$ cat config.mk
export PLATFORM = sky130hd
export DESIGN_NAME = apb_i2c_requester
export DESIGN_NICKNAME = d
export VERILOG_FILES = /design/src/rtl/apb_i2c_pkg.sv /design/src/rtl/apb_wait_timer.sv /design/src/rtl/apb_i2c_requester.sv
export SDC_FILE = /design/constraint.sdc
export NUM_CORES = 1
export LEC_CHECK = 0
export BUFFER_PORTS_ARGS = -buffer_cell sky130_fd_sc_hd__buf_4
export CORE_AREA = 5 5 129 101
export DETAILED_ROUTE_END_ITERATION = 6
export DIE_AREA = 0 0 134 106
export PLACE_DENSITY = 0.8
export SYNTH_ARGS = -nofsm -noshare
export SYNTH_HDL_FRONTEND = slang
export SYNTH_SLANG_ARGS = --single-unit
$ cat constraint.sdc
create_clock -name PCLK -period 5.85 [get_ports PCLK]
set_input_delay 0.585 -clock PCLK [delete_from_list [all_inputs] [get_ports PCLK]]
set_output_delay 0.585 -clock PCLK [all_outputs]
set_load 0.005 [all_outputs]
$ cat src/rtl/apb_i2c_pkg.sv
`timescale 1ns/1ps
`default_nettype none
// ============================================================================
//  Module      : apb_i2c_pkg
//  Description : Shared types and constants for the APB requester that drives
//                the APB-to-I2C core: FSM state encoding, the core's register
//                offsets and the response record returned to the controller.
//  Revision    : 1.0 - initial release
// ============================================================================
package apb_i2c_pkg;

    // Requester FSM states, 2-bit explicit encoding.
    typedef enum logic [1:0] {
        S_IDLE   = 2'd0,
        S_SETUP  = 2'd1,
        S_ACCESS = 2'd2,
        S_RESP   = 2'd3
    } apb_state_e;

    // Register map of the APB-to-I2C core (byte offsets).
    localparam int unsigned C_REG_TX      = 0;
    localparam int unsigned C_REG_RX      = 4;
    localparam int unsigned C_REG_CONFIG  = 8;
    localparam int unsigned C_REG_TIMEOUT = 12;

    // Width of the read-data field held in the response record. The requester
    // supports DATA_W up to this width; narrower buses are zero-extended.
    localparam int C_RSP_RDATA_W = 32;

    typedef struct packed {
        logic [C_RSP_RDATA_W-1:0] rdata;
        logic                     error;
        logic                     timeout;
    } apb_rsp_t;

endpackage : apb_i2c_pkg
`default_nettype wire

$ cat src/rtl/apb_wait_timer.sv
`timescale 1ns/1ps
`default_nettype none
// ============================================================================
//  Module      : apb_wait_timer
//  Description : Wait-state counter for the APB ACCESS phase. Cleared in
//                SETUP, incremented on every PREADY-low ACCESS cycle.
//                o_expire flags the increment that brings the count to
//                TIMEOUT, so the caller can leave ACCESS on that same cycle.
//                TIMEOUT = 0 disables expiry.
//  Ports       : clk, rst (async, active high)
//                i_clr    - clear the count to zero
//                i_inc    - count one wait cycle
//                o_expire - this increment reaches TIMEOUT
//  Revision    : 1.0 - initial release
// ============================================================================
module apb_wait_timer #(
    parameter int TIMEOUT = 16,
    parameter int TO_W    = 8
) (
    input  logic clk,
    input  logic rst,
    input  logic i_clr,
    input  logic i_inc,
    output logic o_expire
);

    // One extra bit so the compare against TIMEOUT cannot alias on wrap.
    localparam logic [TO_W:0] C_LIMIT = (TO_W + 1)'(TIMEOUT);

    logic [TO_W-1:0] count_q;
    logic [TO_W-1:0] count_d;
    logic [TO_W:0]   w_count_inc;

    assign w_count_inc = {1'b0, count_q} + {{TO_W{1'b0}}, 1'b1};

    // Compare the post-increment value: the cycle that would make the count
    // equal TIMEOUT is the last ACCESS cycle.
    assign o_expire = (TIMEOUT != 0) && i_inc && (w_count_inc == C_LIMIT);

    always_comb begin
        count_d = count_q;
        if (i_clr) begin
            count_d = '0;
        end else if (i_inc) begin
            count_d = w_count_inc[TO_W-1:0];
        end
    end

    always_ff @(posedge clk or posedge rst) begin
        if (rst) begin
            count_q <= '0;
        end else begin
            count_q <= count_d;
        end
    end

endmodule : apb_wait_timer
`default_nettype wire

$ cat src/rtl/apb_i2c_requester.sv
`timescale 1ns/1ps
`default_nettype none
// ============================================================================
//  Module      : apb_i2c_requester
//  Description : Turns a valid/ready command stream into single APB transfers
//                (SETUP then ACCESS) towards the APB-to-I2C core and returns
//                read data, PSLVERR and timeout status on a valid/ready
//                response stream. One transfer outstanding at a time; an
//                ACCESS phase that never sees PREADY is aborted after TIMEOUT
//                wait cycles.
//  Ports       : PCLK, PRESET (async, active high)
//                CMD_*  - command stream in (VALID/READY/WRITE/ADDR/WDATA)
//                RSP_*  - response stream out (VALID/READY/RDATA/ERROR/TIMEOUT)
//                P*     - APB requester port (PSELx/PENABLE/PWRITE/PADDR/
//                         PWDATA out, PRDATA/PREADY/PSLVERR in)
//  Revision    : 1.0 - initial release
// ============================================================================
module apb_i2c_requester #(
    parameter int ADDR_W  = 32,
    parameter int DATA_W  = 32,
    parameter int TIMEOUT = 16,
    parameter int TO_W    = 8
) (
    input  logic              PCLK,
    input  logic              PRESET,
    // command stream
    input  logic              CMD_VALID,
    output logic              CMD_READY,
    input  logic              CMD_WRITE,
    input  logic [ADDR_W-1:0] CMD_ADDR,
    input  logic [DATA_W-1:0] CMD_WDATA,
    // response stream
    output logic              RSP_VALID,
    input  logic              RSP_READY,
    output logic [DATA_W-1:0] RSP_RDATA,
    output logic              RSP_ERROR,
    output logic              RSP_TIMEOUT,
    // APB requester
    output logic              PSELx,
    output logic              PENABLE,
    output logic              PWRITE,
    output logic [ADDR_W-1:0] PADDR,
    output logic [DATA_W-1:0] PWDATA,
    input  logic [DATA_W-1:0] PRDATA,
    input  logic              PREADY,
    input  logic              PSLVERR
);

    import apb_i2c_pkg::*;

    apb_state_e        state_q, state_d;
    logic [ADDR_W-1:0] paddr_q, paddr_d;
    logic [DATA_W-1:0] pwdata_q, pwdata_d;
    logic              pwrite_q, pwrite_d;
    apb_rsp_t          rsp_q, rsp_d;

    logic              w_timer_clr;
    logic              w_timer_inc;
    logic              w_timer_expire;

    apb_wait_timer #(
        .TIMEOUT (TIMEOUT),
        .TO_W    (TO_W)
    ) u_wait_timer (
        .clk      (PCLK),
        .rst      (PRESET),
        .i_clr    (w_timer_clr),
        .i_inc    (w_timer_inc),
        .o_expire (w_timer_expire)
    );

    // ------------------------------------------------------------------
    // Next-state / datapath
    // ------------------------------------------------------------------
    always_comb begin
        state_d     = state_q;
        paddr_d     = paddr_q;
        pwdata_d    = pwdata_q;
        pwrite_d    = pwrite_q;
        rsp_d       = rsp_q;
        w_timer_clr = 1'b0;
        w_timer_inc = 1'b0;

        case (state_q)
            S_IDLE: begin
                if (CMD_VALID) begin
                    paddr_d  = CMD_ADDR;
                    pwdata_d = CMD_WDATA;
                    pwrite_d = CMD_WRITE;
                    state_d  = S_SETUP;
                end
            end

            S_SETUP: begin
                w_timer_clr = 1'b1;
                state_d     = S_ACCESS;
            end

            S_ACCESS: begin
                // PREADY is tested first so a completion on the cycle the
                // timer would expire is reported as a normal response.
                if (PREADY) begin
                    rsp_d.rdata   = pwrite_q ? '0 : C_RSP_RDATA_W'(PRDATA);
                    rsp_d.error   = PSLVERR;
                    rsp_d.timeout = 1'b0;
                    state_d       = S_RESP;
                end else begin
                    w_timer_inc = 1'b1;
                    if (w_timer_expire) begin
                        rsp_d.rdata   = '0;
                        rsp_d.error   = 1'b1;
                        rsp_d.timeout = 1'b1;
                        state_d       = S_RESP;
                    end
                end
            end

            S_RESP: begin
                if (RSP_READY) begin
                    state_d = S_IDLE;
                end
            end

            default: begin
                state_d = S_IDLE;
            end
        endcase
    end

    always_ff @(posedge PCLK or posedge PRESET) begin
        if (PRESET) begin
            state_q  <= S_IDLE;
            paddr_q  <= '0;
            pwdata_q <= '0;
            pwrite_q <= 1'b0;
            rsp_q    <= '0;
        end else begin
            state_q  <= state_d;
            paddr_q  <= paddr_d;
            pwdata_q <= pwdata_d;
            pwrite_q <= pwrite_d;
            rsp_q    <= rsp_d;
        end
    end

    // ------------------------------------------------------------------
    // Outputs: bus strobes decode straight from the state register so an
    // asynchronous reset drops PSELx/PENABLE without waiting for a clock.
    // ------------------------------------------------------------------
    assign CMD_READY   = (state_q == S_IDLE);
    assign PSELx       = (state_q == S_SETUP) || (state_q == S_ACCESS);
    assign PENABLE     = (state_q == S_ACCESS);
    assign RSP_VALID   = (state_q == S_RESP);

    assign PADDR       = paddr_q;
    assign PWDATA      = pwdata_q;
    assign PWRITE      = pwrite_q;

    assign RSP_RDATA   = DATA_W'(rsp_q.rdata);
    assign RSP_ERROR   = rsp_q.error;
    assign RSP_TIMEOUT = rsp_q.timeout;

endmodule : apb_i2c_requester
`default_nettype wire

==> results of run 1 <==
cell families (layout without fill, tap and decap cells):
kind of cell | after synthesis | after routing | share of synthesized area, %
muxes | 66 | 66 | 15.6
DFF | 109 | 109 | 57.3
AOI/OAI and AO/OA | 84 | 84 | 14.8
adders and majority gates | 6 | 6 | 1.58
xor gates and xnor gates | 5 | 5 | 0.920
and+or+nand+nor | 36 | 36 | 4.16
buffers and inverters | 55 | 260 | 5.57
per-stage QoR:
step	utilization, %	instances	hold WS (ns)	total power, mW	setup slack, ns
after floorplan	-	361	0.504	2.09	2.39
after global placement	54.2	699	0.489	2.78	3.71
after detailed placement	54.2	699	0.494	2.85	3.60
after CTS	56.5	714	0.428	3.43	3.34
after global routing	56.5	714	0.445	3.61	3.24
final	56.5	714	0.398	3.38	3.33
registers in the layout, summed over array words and instances, names as in the netlist:
register	count
PWRITE	1
u_wait_timer.count_q	8
PADDR	32
PWDATA	32
RSP_TIMEOUT	1
state_q	2
RSP_ERROR	1
RSP_RDATA	32
path summary, 6_finish.rpt:
path	startpoint	end	slack [ns]	cells past startpoint
worst max-delay path	state_q[0]$_DFFE_PP0P_	PENABLE	3.33	4
worst min register to register	PADDR[24]$_DFFE_PP0P_	PADDR[24]$_DFFE_PP0P_	0.51	1
worst min-delay path	PRESET	PADDR[7]$_DFFE_PP0P_	0.40	2
max in group asynchronous	PRESET	PADDR[9]$_DFFE_PP0P_	4.35	3
min in group PCLK	PRDATA[30]	RSP_RDATA[30]$_DFFE_PP0P_	0.46	3
worst max register to register	state_q[0]$_DFFE_PP0P_	RSP_RDATA[9]$_DFFE_PP0P_	3.57	8
cell type report:
cell class / instances / area, um2 / share of cell area [%]
inverters: 36 / 138 / 2.07
well taps: 148 / 185 / 2.78
multi-input cells: 197 / 1770 / 26.6
clock inverters: 3 / 22.5 / 0.338
clock buffers: 12 / 246 / 3.70
flip-flops and latches: 109 / 2730 / 41.0
repair buffers: 209 / 1570 / 23.6
routing by layer:
metal,up-vias,part of all wire [%]
li1,1654,-
met1,1724,42
met2,140,47
met3,16,9.3
met4,0,1.6
met5,-,0
power by group through the flow:
stage	registers [mW]	clock network (mW)	logic [mW]
floorplan	1.30	0	0.788
global placement	1.28	0	1.50
detailed placement	1.30	0	1.55
CTS	1.30	0.583	1.55
global route	1.34	0.616	1.66
finish	1.29	0.560	1.52
layout by cell type (no fill, tap or decap), drive strengths merged, types with 2 or more instances in the layout:
cell type / synthesis / layout
xnor2: 2 / 2
and4: 4 / 4
ha: 6 / 6
nand2: 10 / 10
or3: 2 / 2
clkbuf: 7 / 12
dfrtp: 109 / 109
nor3: 2 / 2
a31oi: 2 / 2
buf: 12 / 209
a2bb2oi: 32 / 32
xor2: 3 / 3
o21ai: 36 / 36
nor2: 8 / 8
nor2b: 3 / 3
clkinvlp: 0 / 3
nand3: 3 / 3
mux2: 66 / 66
a21oi: 6 / 6
inv: 36 / 36
==> out/results.tsv, run 1 <==
metric	value	unit
cp_max_fo	30	
slew_violations	0	
grtUsageMet2	26.1	%
max-clock-path-buffers	2	
root_buffer	clkbuf_16	
viasPerCell	4.95	
design_area	6660	um2
gp_congestion	0.819	
finalSetupViolCount	0	
critPathMostFrequentCell	buf_4	
max_slew_margin	45.7	%
postPlaceCellArea	6390	um2
globalRoute.busiestLayer	met2	
met1_usage	20.0	%
pwr-share-seq	38.3	%
p_per_area	507	nW/um2
status	completed	
cts-hold-fix-buffers	0	
rsz0062_at_grt	false	
ys.flop_type	dfrtp_1	
cts_setup_buffers	0	
ir_drop	0.238	mV
dieArea	14200	um2
num_antenna_cells	0	
antenna_found_initial	0	
route.detailed.drc	0	
wl_per_cell	16.3	um
met3_usage	6.34	%
worst-path-buf-inv	3	
tns	0	ns
grt_overflow_total	0	
hp-class	in2async	
ys_top_cells_by_count	dfrtp_1 (109), mux2_2 (66), inv_1 (36), a2bb2oi_1 (32), o21ai_2 (31)	
cts_sinks	109	
syn_area	4760	um2
synth.most_common_cell	dfrtp_1	
io_pins	206	
clk_pin_slew	0.07	ns
slowest_stage	ha_1	
fp.dieH	106	um
grt_start_max_net_pins	66	
htree_num_levels	3	
slowest_delay	0.46	ns
rows	35	
period_needed	2.52	ns
wl	11.6	mm
grt_pass1_wl	18.6	mm
port_buffers	205	
synth_edf_count	0	
p_comb_share	45.1	%
startpoint_type	flop	
drive_gt1_share	57.8	%
dr.first_iter.drc_count	128	
ys_seq_elements	109	
dp_hpwl	8.68	mm
yosysWarnings	0	
start_util	40.4	%
clkPwrFrac	16.6	%
synth_area_leaders	dfrtp_1 (57%), mux2_2 (16%), a2bb2oi_1 (5.9%), o21ai_2 (5.7%), inv_1 (2.8%)	
fmax	397	MHz
cts_buffers	9	
clk_latency	0.33	ns
path_class	reg2out	
synth_area_per_cell	13.2	um2
grt_use_total	16.1	%
synth.net_count	470	
yosysSeqAreaShare	57.3	%
total_leakage_power	3.25	nW
drt_first_pass_iters	4	
drv_cap	0	
cts_resized	0	
internal_power	2.31	mW
worstPathRequired	5.27	ns
synth_cell_type_count	37	
ant_nets	0	
ys_async_sr_fraction	100	%
die_w	134	um
cts_tree	yes	
worstMarginPinSlew	0.815	ns
via_count	3534	
area_growth	39.9	%
synth_top_cell_by_area	dfrtp_1	
hold_viol	0	
endpoint_kind	output pin	
arrival	1.93	ns
fillers	1004	
swShare	31.5	%
grt_pass1_vias	3748	
core	11800	um2
p_sw	1.06	mW
fin_skew	0.00360	ns
path_cells	inv_1 -> ha_1 -> buf_4 -> buf_4	
cpLargestDelayFamily	buffers and inverters	
yosysTopAreaCellShare	57.3	%
period_share	43.0	%
finalNetCount	671	
syn_inst	361	
(Power assumes the default switching activity.)
==> run 2: changes to the inputs <==
clock period = 2.4 ns   (was 5.85 ns; I/O delays follow)
==> out/results.tsv, run 2 (same netlist as run 1, synthesis figures left out) <==
metric	value	unit	change
status	completed		unchanged
layout_commonest_cell	buf_4		unchanged
timing.hold.ws	0.0762	ns	was 0.398 ns
hold_viol	0		unchanged
fin_cells	717		was 714
dp_hpwl	8.92	mm	was 8.68 mm
grt_use_total	16.6	%	was 16.1%
pwr-share-seq	37.9	%	was 38.3%
p_per_area	1240	nW/um2	was 507 nW/um2
tns	0	ns	unchanged
drt_first_pass_iters	4		unchanged
via_count	3539		was 3,534
ant_nets	0		unchanged
p_sw	2.62	mW	was 1.06 mW
worstMarginPinSlew	0.789	ns	was 0.815 ns
max-clock-path-buffers	2		unchanged
clkPwrFrac	17.0	%	was 16.6%
wl_per_cell	16.4	um	was 16.3 um
grt_pass1_vias	3799		was 3,748
hp-class	in2async		unchanged
htree_num_levels	3		unchanged
endpoint_kind	flop		was output pin
p_comb_share	45.1	%	about the same
grt_pass1_wl	18.9	mm	was 18.6 mm
rsz0062_at_grt	false		unchanged
fmax	459	MHz	
swShare	31.6	%	was 31.5%
core	11800	um2	unchanged
io_pins	206		unchanged
slew_violations	0		unchanged
cts-hold-fix-buffers	0		unchanged
cts_tree	yes		unchanged
max_slew_margin	47.4	%	was 45.7%
area_growth	40.8	%	was 39.9%
arrival	2.37	ns	was 1.93 ns
root_buffer	clkbuf_16		unchanged
antenna_found_initial	0		unchanged
cts_resized	0		unchanged
post-place-cells	701		was 699
total_leakage_power	3.28	nW	was 3.25 nW
path_class	reg2reg		was reg2out
design_area	6700	um2	was 6660 um2
cp_max_fo	33		was 30
port_buffers	205		unchanged
multi_input_area	1770	um2	unchanged
cts_setup_buffers	0		unchanged
drv_cap	0		unchanged
ir_drop	0.563	mV	was 0.238 mV
start_util	40.4	%	unchanged
period_share	90.8	%	
internal_power	5.67	mW	was 2.31 mW
worstPathRequired	2.59	ns	was 5.27 ns
grt_overflow_total	0		unchanged
cts_buffers	9		unchanged
postPlaceCellArea	6420	um2	was 6390 um2
viasPerCell	4.94		was 4.95
gp_congestion	0.876		was 0.819
fin_skew	0.0102	ns	was 0.00360 ns
clk_pin_slew	0.07	ns	about the same
period_needed	2.18	ns	
finalNetCount	673		was 671
mostFrequentLayoutCells	buf_4 (210), dfrtp_1 (109), mux2_2 (66)		was buf_4 (209), dfrtp_1 (109), mux2_2 (66)
fillers	967		was 1,004
setup_ws	0.220	ns	was 3.33 ns
startpoint_type	flop		unchanged
dr.first_iter.drc_count	144		was 128
fp.dieH	106	um	unchanged
clk_latency	0.34	ns	was 0.33 ns
finalSetupViolCount	0		unchanged
die_w	134	um	unchanged
cts_sinks	109		unchanged
route.detailed.drc	0		unchanged
grt_start_max_net_pins	64		was 66
drive_gt1_share	58.3	%	was 57.8%
wl	11.7	mm	was 11.6 mm
ff_latch_area	2730	um2	unchanged
num_antenna_cells	0		unchanged
rows	35		unchanged
dieArea	14200	um2	unchanged
place_ws	0.233	ns	was 3.60 ns
run 2: cell types whose count changed in the layout (fill, tap and decap cells not counted), sizes merged:
cell      previous run  this run
clkinvlp             3         2
inv                 36        37
buf                209       211
clkbuf              12        10
clkinv               0         3
run 2: final timing paths:
kind / slack, ns / to / from / cells past startpoint
max: 0.22 / RSP_RDATA[9]$_DFFE_PP0P_ / u_wait_timer.count_q[0]$_DFFE_PP0P_ / 6
min: 0.08 / PADDR[20]$_DFFE_PP0P_ / PRESET / 3
max reg2reg: 0.22 / RSP_RDATA[9]$_DFFE_PP0P_ / u_wait_timer.count_q[0]$_DFFE_PP0P_ / 6
min reg2reg: 0.50 / PADDR[11]$_DFFE_PP0P_ / PADDR[11]$_DFFE_PP0P_ / 1
max in group asynchronous: 1.71 / PWDATA[15]$_DFFE_PP0P_ / PRESET / 3
min in group PCLK: 0.11 / RSP_RDATA[5]$_DFFE_PP0P_ / PRDATA[5] / 3
run 2: worst max-delay path, stage by stage (launching register included):
cell and delay, ns:
dfrtp_1 0.44, ha_1 0.26, and4_1 0.25, and4_4 0.23
o221a_4 0.21, a21o_4 0.46, o21ai_0 0.17
run 2: metrics by stage:
step | power, mW | util (%)
CTS | 8.43 | 56.9
global route | 8.88 | 56.9
detailed placement | 6.99 | 54.5
finish | 8.29 | 56.9
global placement | 6.81 | 54.5
floorplan | 5.10 | -
run 2: cell type report:
| cell class | instances | share of cell area (%) |
|---|---|---|
| Clock buffer | 10 | 3.57 |
| Clock inverter | 6 | 0.653 |
| Inverter | 36 | 2.07 |
| Multi-Input combinational cell | 197 | 26.4 |
| Sequential cell | 109 | 40.7 |
| Tap cell | 148 | 2.76 |
| Timing Repair Buffer | 211 | 23.8 |
run 2: power by group through the flow:
stage / clock network, mW / logic (mW) / registers [mW]
CTS: 1.47 / 3.81 / 3.15
global route: 1.54 / 4.09 / 3.25
finish: 1.41 / 3.74 / 3.14
global placement: 0 / 3.69 / 3.13
floorplan: 0 / 1.92 / 3.18
detailed placement: 0 / 3.81 / 3.18
run 2: per-layer routing:
metal	up-vias	track usage, %	wire length [um]	part of all wire [%]
met5	-	0	0	0
met4	0	4.63	204	1.7
met1	1712	19.5	4640	40
met3	18	7.66	1260	11
li1	1661	-	-	-
met2	148	27.3	5620	48
